`config.mk`:
```
export PLATFORM = sky130hd
export DESIGN_NAME = sram_init_seq
export DESIGN_NICKNAME = d
export VERILOG_FILES = /design/src/rtl/sram_model_pkg.sv /design/src/rtl/sram_init_seq.sv
export SDC_FILE = /design/constraint.sdc
export NUM_CORES = 1
export LEC_CHECK = 0
export BUFFER_PORTS_ARGS = -buffer_cell sky130_fd_sc_hd__buf_2
export CORE_AREA = 2 2 39 41
export DETAILED_ROUTE_END_ITERATION = 16
export DIE_AREA = 0 0 41 43
export PLACE_DENSITY = 0.41
export REMOVE_ABC_BUFFERS = 1
export SLEW_MARGIN = 10
export SYNTH_ARGS = -nofsm -noshare
export SYNTH_HDL_FRONTEND = slang
export SYNTH_SLANG_ARGS = --single-unit
```
`constraint.sdc`:
```
create_clock -name CLK -period 1.5 [get_ports CLK]
set_input_delay 0.375 -clock CLK [delete_from_list [all_inputs] [get_ports CLK]]
set_output_delay 0.375 -clock CLK [all_outputs]
set_load 0.01 [all_outputs]
```
`src/rtl/sram_model_pkg.sv`:
```
// rtl/sram_model_pkg.sv - shared types and helpers for the single-port SRAM model
package sram_model_pkg;

    typedef enum logic {
        ST_INIT = 1'b0,
        ST_DONE = 1'b1
    } init_state_e;

    localparam int LAT_MIN = 1;
    localparam int LAT_MAX = 2;

    // Masked write merge for one bit: a low mask bit takes the new data,
    // a high mask bit keeps the stored value.
    function automatic logic merge_bit(logic old_bit, logic new_bit, logic bweb_bit);
        return (old_bit & bweb_bit) | (new_bit & ~bweb_bit);
    endfunction

endpackage

```
`src/rtl/sram_init_seq.sv`:
```
// rtl/sram_init_seq.sv - post-reset clear sweep sequencer
module sram_init_seq
    import sram_model_pkg::*;
#(
    parameter int Word_Depth = 32,
    parameter int Add_Width  = 5,
    parameter int INIT_EN    = 1
) (
    input  logic                 CLK,
    input  logic                 RSTB,
    output logic                 init_done,
    output logic [Add_Width-1:0] sweep_addr,
    output logic                 sweep_we
);

    localparam logic [Add_Width-1:0] LAST_ADDR = Add_Width'(Word_Depth - 1);
    localparam logic [Add_Width-1:0] ONE       = Add_Width'(1);

    init_state_e          state;
    logic [Add_Width-1:0] cnt;

    // Sweep one word per edge; the edge writing the last word finishes the sweep.
    always_ff @(posedge CLK or negedge RSTB) begin
        if (!RSTB) begin
            state     <= (INIT_EN != 0) ? ST_INIT : ST_DONE;
            cnt       <= '0;
            init_done <= 1'b0;
        end else begin
            case (state)
                ST_INIT: begin
                    cnt <= cnt + ONE;
                    if (cnt == LAST_ADDR) begin
                        state     <= ST_DONE;
                        init_done <= 1'b1;
                    end
                end
                default: begin
                    init_done <= 1'b1;
                end
            endcase
        end
    end

    assign sweep_addr = cnt;
    assign sweep_we   = (state == ST_INIT);

endmodule

```
---- Yosys cells after proc, flatten, opt, wreduce, memory -nomap -nowiden ----
Index checks and enable logic that the tools add are counted.
cells by class
  $add $sub $neg .......................... 1
  eq/ne operators ......................... 1
  muxes and demuxes ....................... 4
  bitwise logic cells ..................... 1
  reductions and logical operators ........ 1
operator list
  cell                   count
  $add A5 B1 Y5 const B  1
  $eq A5 B5 Y1 const B   1
  $mux W1                4
  $reduce_bool A2 Y1     1
  $not A1 Y1             1
storage, ports and cells
  bits in registers ....................... 7
  output and inout port bits .............. 7
  word-level logic and storage cells ...... 11

---- Longest topological paths before layout ----
Gate-level depths: netlist of run 1.
  depth in word-level cells ............... 3
  gate-level depth with buffers ........... 4
  depth with buffers taken out ............ 4

---- Least setup slack after synthesis of run 1 ----
No wires, ideal clock.
  path kind ............................... register to register
  start ................................... register cnt[0] (netlist: sweep_addr[0])
  end ..................................... register init_done
  setup time .............................. 0.131 ns
  arrival ................................. 1.356 ns
  data required time ...................... 1.369 ns
  setup slack ............................. 0.013 ns
  cell stages (with the launch flop) ...... 5
  buffers on the path ..................... 0
  period minus slack after synthesis ...... 1.487 ns
  path through ............................ dfrtp_1 > ha_1 > and3_1 > ha_1 > or3_1
on the way
  word-level cells in the longest chain between the ends .. 2
RTL lines
  what                                 RTL line             source
  from (decl)                          sram_init_seq.sv:20  logic [Add_Width-1:0] cnt;
  from (signal assigned)               sram_init_seq.sv:31  cnt <= cnt + ONE;
  $eq A5 B5 Y1                         sram_init_seq.sv:32  if (cnt == LAST_ADDR) begin
  $reduce_bool A2 Y1 (no source line)  --
  to (signal assigned)                 sram_init_seq.sv:27  init_done <= 1'b0;
  to (signal assigned)                 sram_init_seq.sv:34  init_done <= 1'b1;
  to (signal assigned)                 sram_init_seq.sv:38  init_done <= 1'b1;
  to (decl)                            sram_init_seq.sv:11  output logic init_done,
Every way passes these cells.
A chain may end at the register's enable or synchronous reset.

---- Worst setup path in the final report of run 1 ----
Ends and elaborated chain as after synthesis.

==> impl_metrics.py, run 1 <==
metrics = {
    "cts": {
        "cts-root-buf": "clkbuf_4",
        "cts-resized-gates": 0,
        "cts_tree": "built",
        "htreeDepth": 1,
        "clock_path_buffers": 2,
        "clk_pin_slew_worst_paths_ns": 0.05,
        "clock_latency_ns": 0.25,
        "cts_made_buffers": 3,
        "clock-sinks": 7,
    },
    "pwr": {
        "total_power_w": 0.0003671,
        "power.share.combinational_pct": 1.8,
        "leakagePower_nw": 0.2551,
        "power_density_mw_per_mm2": 873.3,
        "p_int_w": 0.0002932,
        "clkPwrFrac_pct": 46.7,
        "p_sw_share_pct": 20.12,
        "peakVddDrop_mv": 0.2857,
        "power_switching_w": 0.00007388,
        "seqPwrFrac_pct": 51.5,
    },
    "placement": {
        "port_buffers": 8,
        "place_inst": 47,
        "gp_congestion": 0.6260,
        "dpl.hpwl_um": 414.2,
        "dpl_cell_area_um2": 384.1,
    },
    "worst_setup_path": {
        "crit_fanout": 2,
        "path_buf_inv": 0,
        "critPathMostFrequentCell": "ha_1",
        "cp_data_arrival_time_ns": 1.55,
        "r2r.worst_path.cells": 4,
        "worst_path_largest_cell_delay_ns": 0.38,
        "r2r-start": "sweep_addr[0]$_DFFE_PN0N_",
        "worstSetupEndpointType": "register",
        "rrSetupSlack_ns": 0.08,
        "start_kind": "register",
        "path_depth": 4,
        "cp.required_ns": 1.62,
        "cp_slowest_cell": "dfrtp_1",
        "r2r-end": "init_done$_DFFE_PN0P_",
        "crit_chain": "ha_1 > and3_1 > ha_1 > or3_1",
        "crit_family": "simple AND/OR/NAND/NOR gates",
        "worstSetupPathType": "register to register",
        "startpoint": "sweep_addr[0]$_DFFE_PN0N_",
        "endpoint": "init_done$_DFFE_PN0P_",
    },
    "synth": {
        "synth_cells": 21,
        "syn_area_um2": 312.8,
        "synth-simple-area-share_pct": 15.60,
        "synthAdderAreaFrac_pct": 8.000,
        "synth_top_family_by_area": "simple AND/OR/NAND/NOR gates",
        "synth.ff_latch_count": 7,
        "synth-compound-area-share_pct": 0,
        "synthMuxAreaShare_pct": 7.200,
        "netlist-cell-type-count": 11,
        "synth_area_per_cell_um2": 14.90,
        "yosysSeqAreaShare_pct": 56.00,
        "yosys.area_share.xor_xnor_pct": 8.400,
        "ys_warn_count": 0,
    },
    "global_route": {
        "antenna_found_initial": 0,
        "grt_overflow": 0,
        "grt_max_degree": 9,
        "grt_pass1_wl_um": 966,
        "grt_use_total_pct": 8.713,
        "grt_pass1_vias": 214,
    },
    "status": {
        "status": "completed",
    },
    "routing": {
        "vias": 206,
        "ant_nets": 0,
        "wirelength_um": 585,
        "drt_iter0_drc": 2,
        "met1Wirelength_um": 277,
        "dr_wl_met2_um": 259,
        "top_layer": "met3",
        "via_per_inst": 3.962,
        "drc": 0,
        "wl_met3_um": 48,
        "drtPass1Iterations": 2,
        "routedWlPerCell_um": 11.25,
    },
    "layout": {
        "fin_cells": 52,
        "drive_gt1_share_pct": 50.00,
        "diodes": 0,
        "postLayoutCellArea_um2": 420.4,
        "final_cell_mix": "buf_2, dfrtp_1, xnor2_1, clkbuf_4, buf_4",
        "nNetsFinal": 41,
        "fin_util_pct": 30.38,
        "final_common_cell": "buf_2",
        "area_growth_pct": 34.40,
    },
    "timing": {
        "finalHoldViolCount": 0,
        "max_freq_ghz": 0.7030,
        "slew_headroom_pct": 82.06,
        "period_share_pct": 94.83,
        "worstMarginPinSlew_ns": 0.2691,
        "setup_viol": 0,
        "clock_skew_ns": 0.004228,
        "tns_ns": 0,
        "rsz0062_at_grt": "false",
        "period_minus_slack_ns": 1.422,
        "report.final.slew_viol_count": 0,
    },
    "worst_hold_path": {
        "hp-class": "register to register",
    },
    "die": {
        "dieArea_mm2": 0.001763,
        "rows": 14,
        "die_h_um": 43,
        "boundaryPins": 9,
        "die_w_um": 41,
        "start_util_pct": 22.60,
        "core_mm2": 0.001384,
    },
    "job": {
        "drv_cap": 0,
    },
}
cell usage after synthesis:
| master | instances | share of area (%) |
|---|---|---|
| dfrtp_1 | 7 | 56 |
| xnor2_1 | 3 | 8.4 |
| ha_1 | 2 | 8.0 |
| mux2_2 | 2 | 7.2 |
| and3_1 | 1 | 2.0 |
| buf_6 | 1 | 3.6 |
| inv_1 | 1 | 1.2 |
| nand2b_1 | 1 | 2.0 |
| nand4b_4 | 1 | 7.6 |
| or2_2 | 1 | 2.0 |
| or3_1 | 1 | 2.0 |
stage by stage:
| stage | hold slack (ns) | setup slack (ns) |
|---|---|---|
| 3_3_place_gp | 0.2160 | 0.09220 |
| 3_5_place_dp | 0.2169 | 0.08617 |
| 5_1_grt | 0.4915 | 0.02199 |
| 6_report | 0.4644 | 0.07757 |
| 4_1_cts | 0.4733 | 0.06832 |
| 2_1_floorplan | 0.07941 | 0.01298 |
state kept, by name (all words and copies together), names as in the netlist:
register and flops:
init_done 1, state 1, sweep_addr 5
logic make-up (layout without fill, tap and decap cells):
| family | after synthesis | in the layout |
|---|---|---|
| xor gates and xnor gates | 3 | 3 |
| DFF | 7 | 7 |
| adders and majority gates | 2 | 2 |
| buffers and inverters | 2 | 17 |
| muxes | 2 | 2 |
| and+or+nand+nor | 5 | 5 |
power groups by stage:
stage,Sequential (W),Combinational [W],Clock (W)
2_1_floorplan,0.000192,0.0000000000924,0
3_3_place_gp,0.000192,0.00000477,0
3_5_place_dp,0.000192,0.00000481,0
4_1_cts,0.000189,0.00000702,0.000181
5_1_grt,0.000189,0.00000784,0.000197
6_report,0.000189,0.00000657,0.000172
routing by layer:
layer  track usage (%)  vias to the layer above
li1                  -                       99
met1             11.26                       98
met2             10.63                        9
met3             3.141                        0
met4             8.000                        0
met5                 0                        -
area by class of cell:
class / count / area [um2]
Fill cell: 153 / 963.4
Sequential cell: 7 / 175.2
Multi-Input combinational cell: 12 / 122.6
Timing Repair Buffer: 12 / 72.57
Clock buffer: 4 / 26.28
Tap cell: 16 / 20.02
Inverter: 1 / 3.754
timing repair:
action,4_1_cts,5_1_grt
hold endpoints to repair,7,0
setup buffers,0,0
hold buffers,1,0
worst min-delay path by stage:
stage | startpoint | to | slack, ns | depth (start not counted)
floorplan | RSTB | init_done$_DFFE_PN0P_ | 0.08 | 0
global placement | RSTB | sweep_addr[3]$_DFFE_PN0N_ | 0.22 | 1
detailed placement | RSTB | sweep_addr[3]$_DFFE_PN0N_ | 0.22 | 1
CTS | init_done$_DFFE_PN0P_ | init_done$_DFFE_PN0P_ | 0.47 | 1
global route | init_done$_DFFE_PN0P_ | init_done$_DFFE_PN0P_ | 0.49 | 1
finish | init_done$_DFFE_PN0P_ | init_done$_DFFE_PN0P_ | 0.46 | 1
(Power assumes the default switching activity.)
==> inputs of run 2 (changes only) <==
Settings changed: CTS_BUF_LIST set to sky130_fd_sc_hd__clkbuf_4 sky130_fd_sc_hd__clkbuf_8 sky130_fd_sc_hd__clkbuf_16.
Clock period 1.5 ns to 1.2 ns, I/O delays scaled along.
==> run 2 against run 1 <==
  * The flow now finishes with violations (negative setup slack)
  * Power up 27%
  * Clock skew decreased by 0.0027 ns
  * Non-clock buffer count up 2
  * Register-to-register slack worse by 0.19 ns
  * Hold slack got worse by 0.053 ns
  * Combinational power increased by 25%
  * Largest power group unchanged
  * Highest routed layer unchanged
==> impl_metrics.py, run 2 (synthesis gave the netlist of run 1 again) <==
metrics = {
    "placement": {
        "dpl_cell_area_um2": 391.6,
        "dpl.hpwl_um": 428.2,
        "place_inst": 48,
        "port_buffers": 8,
        "gp_congestion": 0.6401,
        "place_ws_ns": -0.2468,
    },
    "timing": {
        "setup_viol": 6,
        "clock_skew_ns": 0.001568,
        "rsz0062_at_grt": "true",
        "period_share_pct": 109.4,
        "fin_ws_ns": -0.1131,
        "report.final.slew_viol_count": 0,
        "worstMarginPinSlew_ns": 0.1647,
        "whs_ns": 0.4112,
        "slew_headroom_pct": 89.02,
        "period_minus_slack_ns": 1.313,
        "max_freq_ghz": 0.7616,
        "finalHoldViolCount": 0,
    },
    "layout": {
        "postLayoutCellArea_um2": 476.7,
        "drive_gt1_share_pct": 68.42,
        "final_cell_mix": "dfrtp_1, buf_2, buf_4",
        "nNetsFinal": 43,
        "area_growth_pct": 52.40,
        "final.fill_count": 145,
        "diodes": 0,
        "largest_reg_flops": 5,
        "fin_cells": 54,
    },
    "pwr": {
        "clkPwrFrac_pct": 47.7,
        "peakVddDrop_mv": 0.3985,
        "power_density_mw_per_mm2": 979.4,
        "leakagePower_nw": 0.2619,
        "power.share.combinational_pct": 1.8,
        "p_int_w": 0.0003618,
        "p_sw_share_pct": 22.51,
        "power_switching_w": 0.0001051,
        "seqPwrFrac_pct": 50.5,
    },
    "worst_setup_path": {
        "cp_data_arrival_time_ns": 1.45,
        "cp.required_ns": 1.34,
        "worstSetupEndpointType": "register",
        "worst_path_largest_cell_delay_ns": 0.38,
        "crit_chain": "ha_2 > and3_4 > ha_4 > or3_1",
        "crit_fanout": 2,
        "start_kind": "register",
        "cp_slowest_cell": "dfrtp_1",
        "worstSetupPathType": "register to register",
    },
    "die": {
        "core_mm2": 0.001384,
        "rows": 14,
        "die_w_um": 41,
        "start_util_pct": 22.60,
        "boundaryPins": 9,
        "die_h_um": 43,
        "dieArea_mm2": 0.001763,
    },
    "routing": {
        "routedWlPerCell_um": 11.35,
        "ant_nets": 0,
        "drtPass1Iterations": 2,
        "via_per_inst": 4.056,
        "drc": 0,
        "vias": 219,
        "wirelength_um": 613,
        "drt_iter0_drc": 1,
    },
    "cts": {
        "clock_path_buffers": 2,
        "clock_latency_ns": 0.25,
        "clock-sinks": 7,
        "clk_pin_slew_worst_paths_ns": 0.06,
        "htreeDepth": 1,
        "cts_tree": "built",
        "cts_made_buffers": 3,
        "cts-root-buf": "clkbuf_4",
    },
    "job": {
        "drv_cap": 0,
    },
    "status": {
        "status": "finished with violations",
        "violations": "negative setup slack",
    },
    "global_route": {
        "antenna_found_initial": 0,
        "grt_pass1_wl_um": 1117,
        "grt_overflow": 0,
        "grt_use_total_pct": 9.899,
        "grt_max_degree": 9,
        "grt_pass1_vias": 257,
    },
    "worst_hold_path": {
        "hp-class": "primary input to asynchronous set/reset pin",
    },
}
==> run 2: power groups by stage <==
stage / Combinational, W / Sequential [W] / Clock (W)
2_1_floorplan: 0.0000000000924 / 0.000240 / 0
3_3_place_gp: 0.00000594 / 0.000240 / 0
3_5_place_dp: 0.00000626 / 0.000240 / 0
4_1_cts: 0.00000876 / 0.000236 / 0.000233
5_1_grt: 0.00000970 / 0.000236 / 0.000246
6_report: 0.00000823 / 0.000236 / 0.000223
==> run 2: layer usage <==
layer	global-route usage, %	part of all wire (%)
met1	11.48	47
met3	7.853	11
met4	4.000	0
met5	0	0
met2	13.13	42
==> run 2: final cells by class <==
class	count	area, um2	share of cell area (%)
Sequential cell	7	176.4	37.01
Multi-Input combinational cell	12	145.1	30.45
Timing Repair Buffer	14	103.9	21.78
Clock buffer	3	22.52	4.724
Tap cell	16	20.02	4.199
Clock inverter	1	5.005	1.050
Inverter	1	3.754	0.7874
==> run 2: final timing paths <==
path	start	end	slack (ns)	cells past startpoint
max in group asynchronous	RSTB	state$_DFF_PN0_	0.62	2
max reg2reg	sweep_addr[0]$_DFFE_PN0N_	init_done$_DFFE_PN0P_	-0.11	4
max	sweep_addr[0]$_DFFE_PN0N_	init_done$_DFFE_PN0P_	-0.11	4
min	RSTB	sweep_addr[2]$_DFFE_PN0N_	0.41	2
min reg2reg	init_done$_DFFE_PN0P_	init_done$_DFFE_PN0P_	0.47	1
min in group CLK	init_done$_DFFE_PN0P_	init_done$_DFFE_PN0P_	0.47	1
==> run 2: worst max-delay path, delay by kind of cell, from the launching register on <==
kind / cells / cell delay [ns]
simple gates: 2 / 0.46
flops: 1 / 0.38
fa+ha+maj: 2 / 0.35
==> run 2: per-stage QoR <==
| step | util (%) | setup TNS, ns | total power (W) |
|---|---|---|---|
| 2_1_floorplan | - | -0.7612 | 0.0002404 |
| 3_3_place_gp | 28.30 | -0.5578 | 0.0002463 |
| 3_5_place_dp | 28.30 | -0.6025 | 0.0002466 |
| 4_1_cts | 33.27 | -0.4540 | 0.0004782 |
| 5_1_grt | 34.45 | -0.6018 | 0.0004916 |
| 6_report | 34.45 | -0.3348 | 0.0004669 |
==> run 2: repair_timing <==
item                       4_1_cts  5_1_grt
setup endpoints to repair        8        8
gates resized for setup          7        3
buffers inserted                 0        1
hold buffers                     1        0
pin swaps                        2        1
hold endpoints to repair         7        0
